## src/rtl/pad_pkg.sv

```systemverilog
// Shared state encoding and fill-mode constants for the AXI4-Stream border padder.
package pad_pkg;
    typedef enum logic [2:0] {
        ST_IDLE,
        ST_TOP,
        ST_LEFT,
        ST_BODY,
        ST_RIGHT,
        ST_BOT
    } state_t;

    localparam logic [1:0] MODE_ZERO  = 2'd0;
    localparam logic [1:0] MODE_CONST = 2'd1;
    localparam logic [1:0] MODE_REPL  = 2'd2;
endpackage

```

## src/rtl/axis_border_pad_out_reg.sv

```systemverilog
// Single-stage AXI4-Stream holding register; data stays stable while valid waits for ready.
module axis_out_reg #(
    parameter int DATA_W = 24
) (
    input  logic              clk,
    input  logic              resetn,
    input  logic              load,
    input  logic [DATA_W-1:0] data,
    input  logic              last,
    input  logic              user,
    input  logic              m_tready,
    output logic [DATA_W-1:0] m_tdata,
    output logic              m_tvalid,
    output logic              m_tlast,
    output logic              m_tuser,
    output logic              load_ok
);
    assign load_ok = !m_tvalid || m_tready;

    always_ff @(posedge clk) begin
        if (!resetn) begin
            m_tvalid <= 1'b0;
            m_tdata  <= '0;
            m_tlast  <= 1'b0;
            m_tuser  <= 1'b0;
        end else if (load_ok) begin
            m_tvalid <= load;
            if (load) begin
                m_tdata <= data;
                m_tlast <= last;
                m_tuser <= user;
            end
        end
    end
endmodule

```

## src/rtl/axis_border_pad.sv

```systemverilog
// Runtime-configurable border padder: walks the padded raster with row/col counters and
// pulls input pixels only while the walk is inside the image body.
module axis_border_pad
    import pad_pkg::*;
#(
    parameter int NUM_CH = 3,
    parameter int CH_W   = 8,
    parameter int DIM_W  = 12,
    parameter int PAD_W  = 4,
    localparam int TDATA_W = NUM_CH * CH_W
) (
    input  logic               clk,
    input  logic               resetn,
    input  logic [DIM_W-1:0]   cfg_width,
    input  logic [DIM_W-1:0]   cfg_height,
    input  logic [PAD_W-1:0]   cfg_pad_top,
    input  logic [PAD_W-1:0]   cfg_pad_bot,
    input  logic [PAD_W-1:0]   cfg_pad_left,
    input  logic [PAD_W-1:0]   cfg_pad_right,
    input  logic [1:0]         cfg_mode,
    input  logic [TDATA_W-1:0] cfg_const,
    input  logic [TDATA_W-1:0] s_axis_tdata,
    input  logic               s_axis_tvalid,
    output logic               s_axis_tready,
    input  logic               s_axis_tlast,
    input  logic               s_axis_tuser,
    output logic [TDATA_W-1:0] m_axis_tdata,
    output logic               m_axis_tvalid,
    input  logic               m_axis_tready,
    output logic               m_axis_tlast,
    output logic               m_axis_tuser,
    output logic               busy,
    output logic               err_len
);
    localparam int CNT_W = DIM_W + 1;
    localparam logic [CNT_W-1:0] ONE = CNT_W'(1);

    state_t             state, state_nxt;
    logic [CNT_W-1:0]   col, row, col_nxt, row_nxt;
    // Section boundaries: top rows end, body rows end, left cols end, body cols end, last col/row.
    logic [CNT_W-1:0]   te, be, le, ce, lc, lr;
    logic [CNT_W-1:0]   c_te, c_be, c_le, c_ce, c_lc, c_lr;
    logic [1:0]         mode;
    logic [TDATA_W-1:0] cnst, last_pix, fill, out_data;
    logic               row_ended, fire, avail, s_ready, load_ok, start, take;

    assign c_te = CNT_W'(cfg_pad_top);
    assign c_be = CNT_W'(cfg_pad_top) + CNT_W'(cfg_height);
    assign c_le = CNT_W'(cfg_pad_left);
    assign c_ce = CNT_W'(cfg_pad_left) + CNT_W'(cfg_width);
    assign c_lc = c_ce + CNT_W'(cfg_pad_right) - ONE;
    assign c_lr = c_be + CNT_W'(cfg_pad_bot) - ONE;

    function automatic state_t section(input logic [CNT_W-1:0] r, c, t_end, b_end, l_end, c_end);
        if (r < t_end)       return ST_TOP;
        else if (r >= b_end) return ST_BOT;
        else if (c < l_end)  return ST_LEFT;
        else if (c < c_end)  return ST_BODY;
        else                 return ST_RIGHT;
    endfunction

    assign start = (state == ST_IDLE) && s_axis_tvalid && s_axis_tuser;
    assign take  = (state == ST_BODY) && s_ready && s_axis_tvalid;

    always_comb begin
        fill = '0;
        case (mode)
            MODE_CONST: fill = cnst;
            MODE_REPL: begin
                case (state)
                    ST_LEFT:           fill = s_axis_tdata;
                    ST_BODY, ST_RIGHT: fill = last_pix;
                    default:           fill = cnst;
                endcase
            end
            default: fill = '0;
        endcase
        out_data = (state == ST_BODY && !row_ended) ? s_axis_tdata : fill;
    end

    always_comb begin
        state_nxt = state;
        col_nxt   = col;
        row_nxt   = row;
        avail     = 1'b0;
        s_ready   = 1'b0;
        fire      = 1'b0;
        if (state == ST_IDLE) begin
            s_ready = !s_axis_tuser;
            if (start) begin
                col_nxt   = '0;
                row_nxt   = '0;
                state_nxt = section('0, '0, c_te, c_be, c_le, c_ce);
            end
        end else begin
            case (state)
                ST_LEFT: avail = (mode != MODE_REPL) || s_axis_tvalid;
                ST_BODY: begin
                    avail   = row_ended || s_axis_tvalid;
                    s_ready = load_ok && !row_ended;
                end
                default: avail = 1'b1;
            endcase
            fire = avail && load_ok;
            if (fire) begin
                if (col == lc) begin
                    col_nxt   = '0;
                    row_nxt   = row + ONE;
                    state_nxt = (row == lr) ? ST_IDLE : section(row + ONE, '0, te, be, le, ce);
                end else begin
                    col_nxt   = col + ONE;
                    state_nxt = section(row, col + ONE, te, be, le, ce);
                end
            end
        end
    end

    always_ff @(posedge clk) begin
        if (!resetn) begin
            state     <= ST_IDLE;
            col       <= '0;
            row       <= '0;
            {te, be, le, ce, lc, lr} <= '0;
            mode      <= MODE_ZERO;
            cnst      <= '0;
            last_pix  <= '0;
            row_ended <= 1'b0;
            err_len   <= 1'b0;
        end else begin
            state <= state_nxt;
            col   <= col_nxt;
            row   <= row_nxt;
            if (start) begin
                {te, be, le, ce, lc, lr} <= {c_te, c_be, c_le, c_ce, c_lc, c_lr};
                mode <= cfg_mode;
                cnst <= cfg_const;
            end
            if (fire && col == lc)
                row_ended <= 1'b0;
            // Short row: remaining body columns become fill; long row: cut on count.
            if (take) begin
                last_pix <= s_axis_tdata;
                if (s_axis_tlast && col != ce - ONE) begin
                    row_ended <= 1'b1;
                    err_len   <= 1'b1;
                end
                if (!s_axis_tlast && col == ce - ONE)
                    err_len <= 1'b1;
            end
        end
    end

    assign s_axis_tready = resetn && s_ready;
    assign busy          = (state != ST_IDLE);

    axis_out_reg #(.DATA_W(TDATA_W)) u_out (
        .clk     (clk),
        .resetn  (resetn),
        .load    (fire),
        .data    (out_data),
        .last    (col == lc),
        .user    (row == '0 && col == '0),
        .m_tready(m_axis_tready),
        .m_tdata (m_axis_tdata),
        .m_tvalid(m_axis_tvalid),
        .m_tlast (m_axis_tlast),
        .m_tuser (m_axis_tuser),
        .load_ok (load_ok)
    );
endmodule

```

## config.mk

```make
export PLATFORM = sky130hd
export DESIGN_NAME = axis_border_pad
export DESIGN_NICKNAME = d
export VERILOG_FILES = /design/src/rtl/pad_pkg.sv /design/src/rtl/axis_border_pad_out_reg.sv /design/src/rtl/axis_border_pad.sv
export SDC_FILE = /design/constraint.sdc
export NUM_CORES = 1
export LEC_CHECK = 0
export CORE_ASPECT_RATIO = 0.5
export CORE_UTILIZATION = 39
export CTS_CLUSTER_SIZE = 28
export DETAILED_ROUTE_END_ITERATION = 8
export GPL_TIMING_DRIVEN = 0
export MAX_ROUTING_LAYER = met4
export PLACE_DENSITY = 0.66
export SLEW_MARGIN = 20
export SYNTH_ARGS = -nofsm -noshare
export SYNTH_HDL_FRONTEND = slang
export SYNTH_SLANG_ARGS = --single-unit
```

## constraint.sdc

```tcl
create_clock -name clk -period 3.85 [get_ports clk]
set_input_delay 0.5775 -clock clk [delete_from_list [all_inputs] [get_ports clk]]
set_output_delay 0.5775 -clock clk [all_outputs]
set_load 0.03 [all_outputs]
```

==> results of run 1 <==
## flip-flops by register name, indices dropped and copies added (netlist names)
name and cells:
be 13, ce 13, cnst 24, col 13
err_len 1, last_pix 24, lc 13, le 4
lr 13, mode 2, row 13, row_ended 1
state 3, te 4, u_out.m_tdata 24, u_out.m_tlast 1
u_out.m_tuser 1, u_out.m_tvalid 1
## power groups by stage
stage	clock [mW]	combinational (mW)	sequential, mW
after global routing	1.76	3.85	2.27
after floorplan	0	2.03	2.45
after detailed placement	0	3.39	2.27
after global placement	0	3.38	2.27
final	1.67	3.54	2.24
after CTS	1.69	3.42	2.24
## routing by layer
metal  track usage [%]  vias to the layer above
li1                  -                     5308
met1             33.89                     5102
met2             36.23                      345
met3             3.777                       37
met4             6.797                        0
met5                 -                        -
## metrics by stage
stage | util [%] | hold slack (ns)
after floorplan | - | 0.4347
after global placement | 45.62 | 0.4403
after detailed placement | 45.64 | 0.4470
after CTS | 47.73 | 0.4562
after global routing | 48.73 | 0.4774
final | 48.74 | 0.4539
## worst reg2reg max path, stage by stage, from the launching register on
cell and delay [ns]:
sky130_fd_sc_hd__dfxtp_1 0.37, sky130_fd_sc_hd__clkbuf_1 0.41, sky130_fd_sc_hd__nand3_1 0.26, sky130_fd_sc_hd__nor2_1 0.19, sky130_fd_sc_hd__xor2_1 0.31, sky130_fd_sc_hd__ha_1 0.31
sky130_fd_sc_hd__a41o_1 0.24, sky130_fd_sc_hd__o31a_1 0.09, sky130_fd_sc_hd__o21ai_0 0.21, sky130_fd_sc_hd__a21oi_1 0.13, sky130_fd_sc_hd__maj3_1 0.38, sky130_fd_sc_hd__o211a_1 0.25
sky130_fd_sc_hd__nor3_1 0.20, sky130_fd_sc_hd__o221a_1 0.20
## synth_stat cells (all sizes together) (29+ instances only)
cell type,n,area (um^2)
nor2,58,220.2
ha,104,1301
nand2,254,953.4
xnor2,50,445.4
clkbuf,72,271.5
dfxtp,168,3363
inv,86,322.8
a21oi,30,150.1
nand3,50,250.2
o21ai,50,250.2
a21boi,95,713.2
a22oi,29,217.7
xor2,56,490.5
o211a,44,440.4
## timing repair
| item | CTS | global route |
|---|---|---|
| endpoints found under the hold margin | 0 | 0 |
| gates resized for setup | 7 | 40 |
| setup endpoints to repair | 4 | 10 |
| pin swaps | 1 | 9 |
| setup buffers | 1 | 9 |
## worst max path at each step
stage	start	to	slack [ns]
2_1_floorplan	cfg_width[0]	lc[12]	0.28
3_3_place_gp	cfg_pad_top[0]	lr[12]	-0.59
3_5_place_dp	cfg_pad_left[0]	lc[12]	-0.57
4_1_cts	cfg_pad_left[0]	lc[12]	0.00003
5_1_grt	cfg_height[0]	lr[12]	-0.07
6_report	cfg_height[0]	lr[12]	-0.03
## final cells by class
class / instances / area, um^2 / area share [%]
inverters: 86 / 322.8 / 2.283
clock inverters: 9 / 88.84 / 0.6282
plain buffers: 95 / 437.9 / 3.097
multi-input cells: 1078 / 7647 / 54.08
diodes: 1 / 2.502 / 0.01770
clock buffers: 23 / 467.9 / 3.309
well taps: 391 / 489.2 / 3.460
flip-flops and latches: 168 / 3363 / 23.78
repair buffers: 134 / 1321 / 9.343
## kinds of logic (layout without fill, tap and decap cells)
kind of cell	count (synthesis)	in the layout	synth area share [%]
compound gates	359	359	23.47
other cells	0	1	0
mux	4	4	0.3589
simple gates	500	500	20.11
flops	168	168	29.23
buf+inv	181	347	6.612
xor+xnor	106	106	8.134
fa+ha+maj	109	109	12.09
==> PnR_summary.wiki, run 1 <==
{| class="wikitable"
! Metric !! Value
|-
| Mapped Nets || 1631
|-
| Placer's final routability congestion estimate || 0.9237
|-
| Worst EP arrival || 4.20 ns
|-
| Synth Instances || 1427
|-
| Cell-internal power || 4.353 mW
|-
| Number of remaining DRC errors || 0
|-
| DP Area || 13240 um^2
|-
| Buffers on Ports || 124
|-
| Largest clock skew in the final design || 0.01424 ns
|-
| Gr ovfl total || 0
|-
| Crit path max fanout || 3
|-
| Largest net degree at the start of global routing || 17
|-
| Top FF cell, synth || sky130_fd_sc_hd__dfxtp_1
|-
| Min-Delay Startpoint || last_pix[17]
|-
| Worst-Margin Slew || 0.9904 ns
|-
| Period Utilization, post-route || 100.7%
|-
| Layout overhead on the synthesized area || 22.90%
|-
| Via count of the first global-routing pass || 9925
|-
| Crit path buf inv count || 2
|-
| Critical path's slowest cell || sky130_fd_sc_hd__fa_2
|-
| Sequential-to-total area share from yosys stat || 29.23%
|-
| Total met3 wirelength after detailed routing || 2625 um
|-
| Kind of cell adding the most delay to the critical path || compound AO/OA/AOI/OAI gates
|-
| Worst r2r path cells || 13
|-
| Number of antenna violations at the first check in global routing || 0
|-
| Run status || complete, but fails checks
|-
| Critical path depth || 16
|-
| GRT Resource Usage Total || 24.30%
|-
| Root Buffer Master || sky130_fd_sc_hd__clkbuf_16
|-
| Relative max-transition margin || 33.61%
|-
| Floorplan die area || 30240 um^2
|-
| Horizontal die dimension || 244.9 um
|-
| Post-Layout Cell Count || 1985
|-
| Portion of total power attributed to the clock network || 22.4%
|-
| Number of max-cap violations || 0
|-
| Sink Count || 168
|-
| Most common cell after layout, fill and taps aside || sky130_fd_sc_hd__nand2_1
|-
| Terminating pin of the worst hold path || last_pix[17]
|-
| Inst Count DP || 1942
|-
| Number of enable flip-flop cells after synthesis || 0
|-
| Number of failing setup endpoints in the final timing report || 1
|-
| Post-detailed-route count of antenna-violating nets || 0
|-
| Static power due to leakage || 5.939 nW
|-
| Largest stage delay, worst path || 0.45 ns
|-
| Worst r2r src || row[2]
|-
| Share of final-layout standard cells stronger than drive strength 1 || 6.842%
|-
| Worst Hold Class || reg -> reg
|-
| Destination of the worst register-to-register timing path || state[1]
|-
| Period minus WS final || 3.876 ns
|-
| CTS clk-pin slew, worst paths || 0.07 ns
|-
| Register share of total power || 30.1%
|-
| Setup slack, reg-to-reg || 0.25 ns
|-
| Global-route wire length before repair || 55010 um
|-
| Initial standard-cell utilization of the core || 39.66%
|-
| Setup slack after layout || -0.02565 ns
|-
| Starting DRC count in detailed routing || 976
|-
| Setup crit start kind || input pin
|-
| Critical Path RT || 4.17 ns
|-
| Yosys warning count || 0
|-
| Critical path's most frequent cell || sky130_fd_sc_hd__a21oi_1
|-
| Clock insertion delay at the later pin of the skew report || 0.45 ns
|-
| Post-synthesis area per instance || 8.063 um^2
|-
| Highest metal layer with signal wires || met4
|-
| Core Area || 29010 um^2
|-
| Combinational cell fraction of total power || 47.5%
|-
| Detailed-router iteration count before antenna repair || 8
|-
| Ports || 126
|-
| Std-Cell Rows || 44
|-
| Series of cell instances along the critical path || clkdlybuf4s50_1, ha_2, fa_2, a211oi_4, nor2_2, xnor2_2, buf_4, ha_1, or2_2, a21oi_1, a21oi_1, a211o_1, a21o_1, a21oi_1, xnor2_1, a21oi_1
|-
| Yosys cell types || 74
|-
| Top achievable clock speed || 258.0 MHz
|-
| Highest-count cells in the layout ignoring fill and taps || 254 x sky130_fd_sc_hd__nand2_1, 168 x sky130_fd_sc_hd__dfxtp_1, 122 x sky130_fd_sc_hd__clkdlybuf4s50_1, 100 x sky130_fd_sc_hd__ha_1, 87 x sky130_fd_sc_hd__a21boi_0
|-
| DRT met1 WL || 17070 um
|-
| Post-route cell area || 14140 um^2
|-
| Per-cell via count in the routed design || 5.437
|-
| Chip Height || 123.5 um
|-
| Switching share of total power || 41.64%
|-
| Largest buffer count on any clock path || 2
|-
| Pwr Total || 7.459 mW
|-
| Accumulated negative setup slack || -0.02565 ns
|-
| Filler cells || 2799
|-
| Mapped cell area || 11510 um^2
|-
| Max rail drop VDD || 0.3624 mV
|-
| Power density normalized to cell area || 527.5 nW/um^2
|-
| Max-slew violation count || 0
|-
| Fraction of registers with async set/reset || 0%
|-
| Switching power || 3.106 mW
|-
| HPWL after detailed placement || 27310 um
|-
| Max H-tree Level || 4
|-
| TritonCTS clock tree || built
|-
| Detailed-route via count || 10792
|-
| Hold path cells || 2
|-
| Startpoint-to-endpoint class of the critical path || in -> reg
|-
| Flop and latch count out of synthesis || 168
|-
| Type of element capturing the critical path || flip-flop
|-
| Wire length on met2 || 15790 um
|-
| Routed WL || 36050 um
|-
| Number of nets at the end of the flow || 1784
|-
| Total clock buffers created by CTS || 17
|-
| Routed length per instance || 18.16 um
|-
| Number of hold-slack violations in the final timing report || 0
|-
| Post-placement worst setup slack || -0.5671 ns
|-
| Post-CTS Hold Buffers || 0
|-
| Failing checks || negative setup slack
|}
No activity file was read; power rests on OpenSTA's default activity.
==> run 2: changes to the inputs <==
--- a/config.mk
+++ b/config.mk
@@ -11,7 +11,6 @@
 export DETAILED_ROUTE_END_ITERATION = 8
 export GPL_TIMING_DRIVEN = 0
 export MAX_ROUTING_LAYER = met4
-export PLACE_DENSITY = 0.66
 export SLEW_MARGIN = 20
 export SYNTH_ARGS = -nofsm -noshare
 export SYNTH_HDL_FRONTEND = slang
==> PnR_summary.wiki, run 2 (synthesis gave the netlist of run 1 again) <==
{| class="wikitable"
! Metric !! Value
|-
| Worst r2r path cells || 13 (unchanged)
|-
| Layout overhead on the synthesized area || 23.19%
|-
| GRT Resource Usage Total || 25.91% (+1.6 points)
|-
| Core Area || 29010 um^2 (unchanged)
|-
| Type of element capturing the critical path || flip-flop
|-
| Period minus WS final || 3.886 ns (+0.009995 ns)
|-
| Initial standard-cell utilization of the core || 39.66% (unchanged)
|-
| Series of cell instances along the critical path || clkdlybuf4s50_1, ha_2, fa_2, a211oi_4, nor2_2, xnor2_2, buf_4, ha_1, or2_2, a21oi_2, a21oi_1, a211o_1, a21o_1, a21oi_2, xnor2_1, a21oi_1
|-
| Max-slew violation count || 0 (unchanged)
|-
| Post-placement worst setup slack || -0.6845 ns (-0.1174 ns)
|-
| Destination of the worst register-to-register timing path || state[2]
|-
| Total clock buffers created by CTS || 17 (unchanged)
|-
| Worst Hold Class || reg -> reg
|-
| Routed WL || 38170 um (+5.9%)
|-
| Pwr Total || 7.622 mW (+2.2%)
|-
| HPWL after detailed placement || 29210 um (+7.0%)
|-
| Horizontal die dimension || 244.9 um (unchanged)
|-
| Capturing element of the worst setup path || lr[12]
|-
| Highest-count cells in the layout ignoring fill and taps || 253 x sky130_fd_sc_hd__nand2_1, 168 x sky130_fd_sc_hd__dfxtp_1, 121 x sky130_fd_sc_hd__clkdlybuf4s50_1, 98 x sky130_fd_sc_hd__ha_1, 87 x sky130_fd_sc_hd__a21boi_0
|-
| Period Utilization, post-route || 100.9% (+0.26 points)
|-
| Final-layout worst hold slack || 0.4551 ns (+0.001264 ns)
|-
| Critical Path RT || 4.18 ns (about the same)
|-
| Worst EP arrival || 4.22 ns (+0.02 ns)
|-
| Clock insertion delay at the later pin of the skew report || 0.46 ns (about the same)
|-
| Static power due to leakage || 5.940 nW (about the same)
|-
| Filler cells || 2822 (+0.82%)
|-
| Setup slack, reg-to-reg || 0.17 ns (-0.08 ns)
|-
| Largest stage delay, worst path || 0.47 ns (+0.02 ns)
|-
| End-of-flow core utilization || 48.86% (+0.12 points)
|-
| Top achievable clock speed || 257.4 MHz (-0.26%)
|-
| Detailed-router iteration count before antenna repair || 5 (-3)
|-
| Most common cell after layout, fill and taps aside || sky130_fd_sc_hd__nand2_1
|-
| Max H-tree Level || 4 (unchanged)
|-
| Relative max-transition margin || 38.71% (+5.1 points)
|-
| Setup slack after layout || -0.03564 ns (-0.009995 ns)
|-
| Gr ovfl total || 0 (unchanged)
|-
| CTS clk-pin slew, worst paths || 0.07 ns (about the same)
|-
| Detailed-route via count || 11094 (+2.8%)
|-
| Min-Delay Startpoint || last_pix[18]
|-
| Crit path max fanout || 3 (unchanged)
|-
| Run status || complete, but fails checks
|-
| Share of final-layout standard cells stronger than drive strength 1 || 7.165% (+0.32 points)
|-
| Number of max-cap violations || 0 (unchanged)
|-
| Starting DRC count in detailed routing || 1119 (+15%)
|-
| Largest clock skew in the final design || 0.01173 ns (-0.002509 ns)
|-
| Floorplan die area || 30240 um^2 (unchanged)
|-
| Number of failing setup endpoints in the final timing report || 1 (unchanged)
|-
| Buffers on Ports || 124 (unchanged)
|-
| Source of the critical timing path || cfg_pad_top[0]
|-
| Biggest regs || cnst x24, last_pix x24, u_out.m_tdata x24
|-
| Global-route wire length before repair || 58080 um (+5.6%)
|-
| Number of remaining DRC errors || 0 (unchanged)
|-
| Placer's final routability congestion estimate || 0.9245 (about the same)
|-
| Number of nets at the end of the flow || 1782 (-0.11%)
|-
| Std-Cell Rows || 44 (unchanged)
|-
| Number of hold-slack violations in the final timing report || 0 (unchanged)
|-
| Post-CTS Hold Buffers || 0 (unchanged)
|-
| Number of antenna violations at the first check in global routing || 0 (unchanged)
|-
| RSZ-0062 raised after global routing || yes
|-
| Worst r2r src || row[2]
|-
| Per-cell via count in the routed design || 5.595 (+2.9%)
|-
| Post-detailed-route count of antenna-violating nets || 0 (unchanged)
|-
| Ports || 126 (unchanged)
|-
| Failing checks || negative setup slack
|-
| Via count of the first global-routing pass || 10494 (+5.7%)
|-
| Critical path's slowest cell || sky130_fd_sc_hd__clkdlybuf4s50_1
|-
| Worst-Margin Slew || 0.9194 ns (-0.07109 ns)
|-
| Largest buffer count on any clock path || 2 (unchanged)
|-
| Power density normalized to cell area || 537.7 nW/um^2 (+1.9%)
|-
| Setup crit start kind || input pin
|-
| Max rail drop VDD || 0.3348 mV (-7.6%)
|-
| Sink Count || 168 (unchanged)
|-
| Chip Height || 123.5 um (unchanged)
|-
| Routed length per instance || 19.25 um (+6.0%)
|-
| Largest net degree at the start of global routing || 17 (unchanged)
|-
| Startpoint-to-endpoint class of the critical path || in -> reg
|-
| TritonCTS clock tree || built
|-
| Root Buffer Master || sky130_fd_sc_hd__clkbuf_16
|}
==> run 2: timing repair <==
action,in CTS,in global routing
buffers inserted,2,5
resized for setup,11,39
pin swaps,2,11
cloned,0,0
endpoints found under the setup margin,6,9
==> run 2: how the worst min path moves through the flow <==
stage	endpoint	slack (ns)	cells past startpoint
global placement	last_pix[18]	0.44	2
floorplan	last_pix[15]	0.43	2
finish	last_pix[18]	0.46	2
CTS	last_pix[18]	0.46	2
detailed placement	last_pix[18]	0.45	2
global route	last_pix[17]	0.48	2
==> run 2: per-layer routing <==
layer / GRT usage (%) / vias to the layer above / share of wire, %
li1: - / 5288 / -
met3: 4.298 / 46 / 7.4
met1: 35.81 / 5370 / 47
met2: 38.90 / 390 / 44
met4: 7.070 / 0 / 1.5
met5: - / - / 0
==> run 2: critical path, delay by kind of cell <==
family / cells / cell delay [ns]
AO/OA/AOI/OAI: 7 / 1.31
buffers and inverters: 2 / 0.62
XOR/XNOR: 2 / 0.39
adder cells (fa/ha/maj): 3 / 0.91
AND/OR/NAND/NOR: 2 / 0.41
==> run 2: final cells by class <==
class                   count  area (um^2)  area share [%]
diodes                      1        2.502         0.01765
inverters                  86        322.8           2.277
well taps                 391        489.2           3.451
clock inverters             9        112.6          0.7944
repair buffers            132         1309           9.233
flip-flops and latches    168         3363           23.73
plain buffers              95        437.9           3.089
clock buffers              23        488.0           3.443
multi-input cells        1078         7650           53.97
==> run 2: through the flow <==
step	area, um^2	TNS (ns)	std cells
after floorplan	11510	0	1427
after global placement	13240	-5.928	1942
after detailed placement	13250	-6.651	1943
after CTS	13930	-0.04488	1977
after global routing	14170	-0.2787	1982
final	14170	-0.03564	1983
==> run 2: power breakdown <==
| part | total (mW) | internal [mW] | switching (mW) | leakage [nW] |
|---|---|---|---|---|
| sequential | 2.26 | 2.02 | 0.241 | 1.37 |
| clock | 1.79 | 1.03 | 0.759 | 0.282 |
| combinational | 3.58 | 1.42 | 2.16 | 4.29 |
| total | 7.62 | 4.46 | 3.16 | 5.94 |
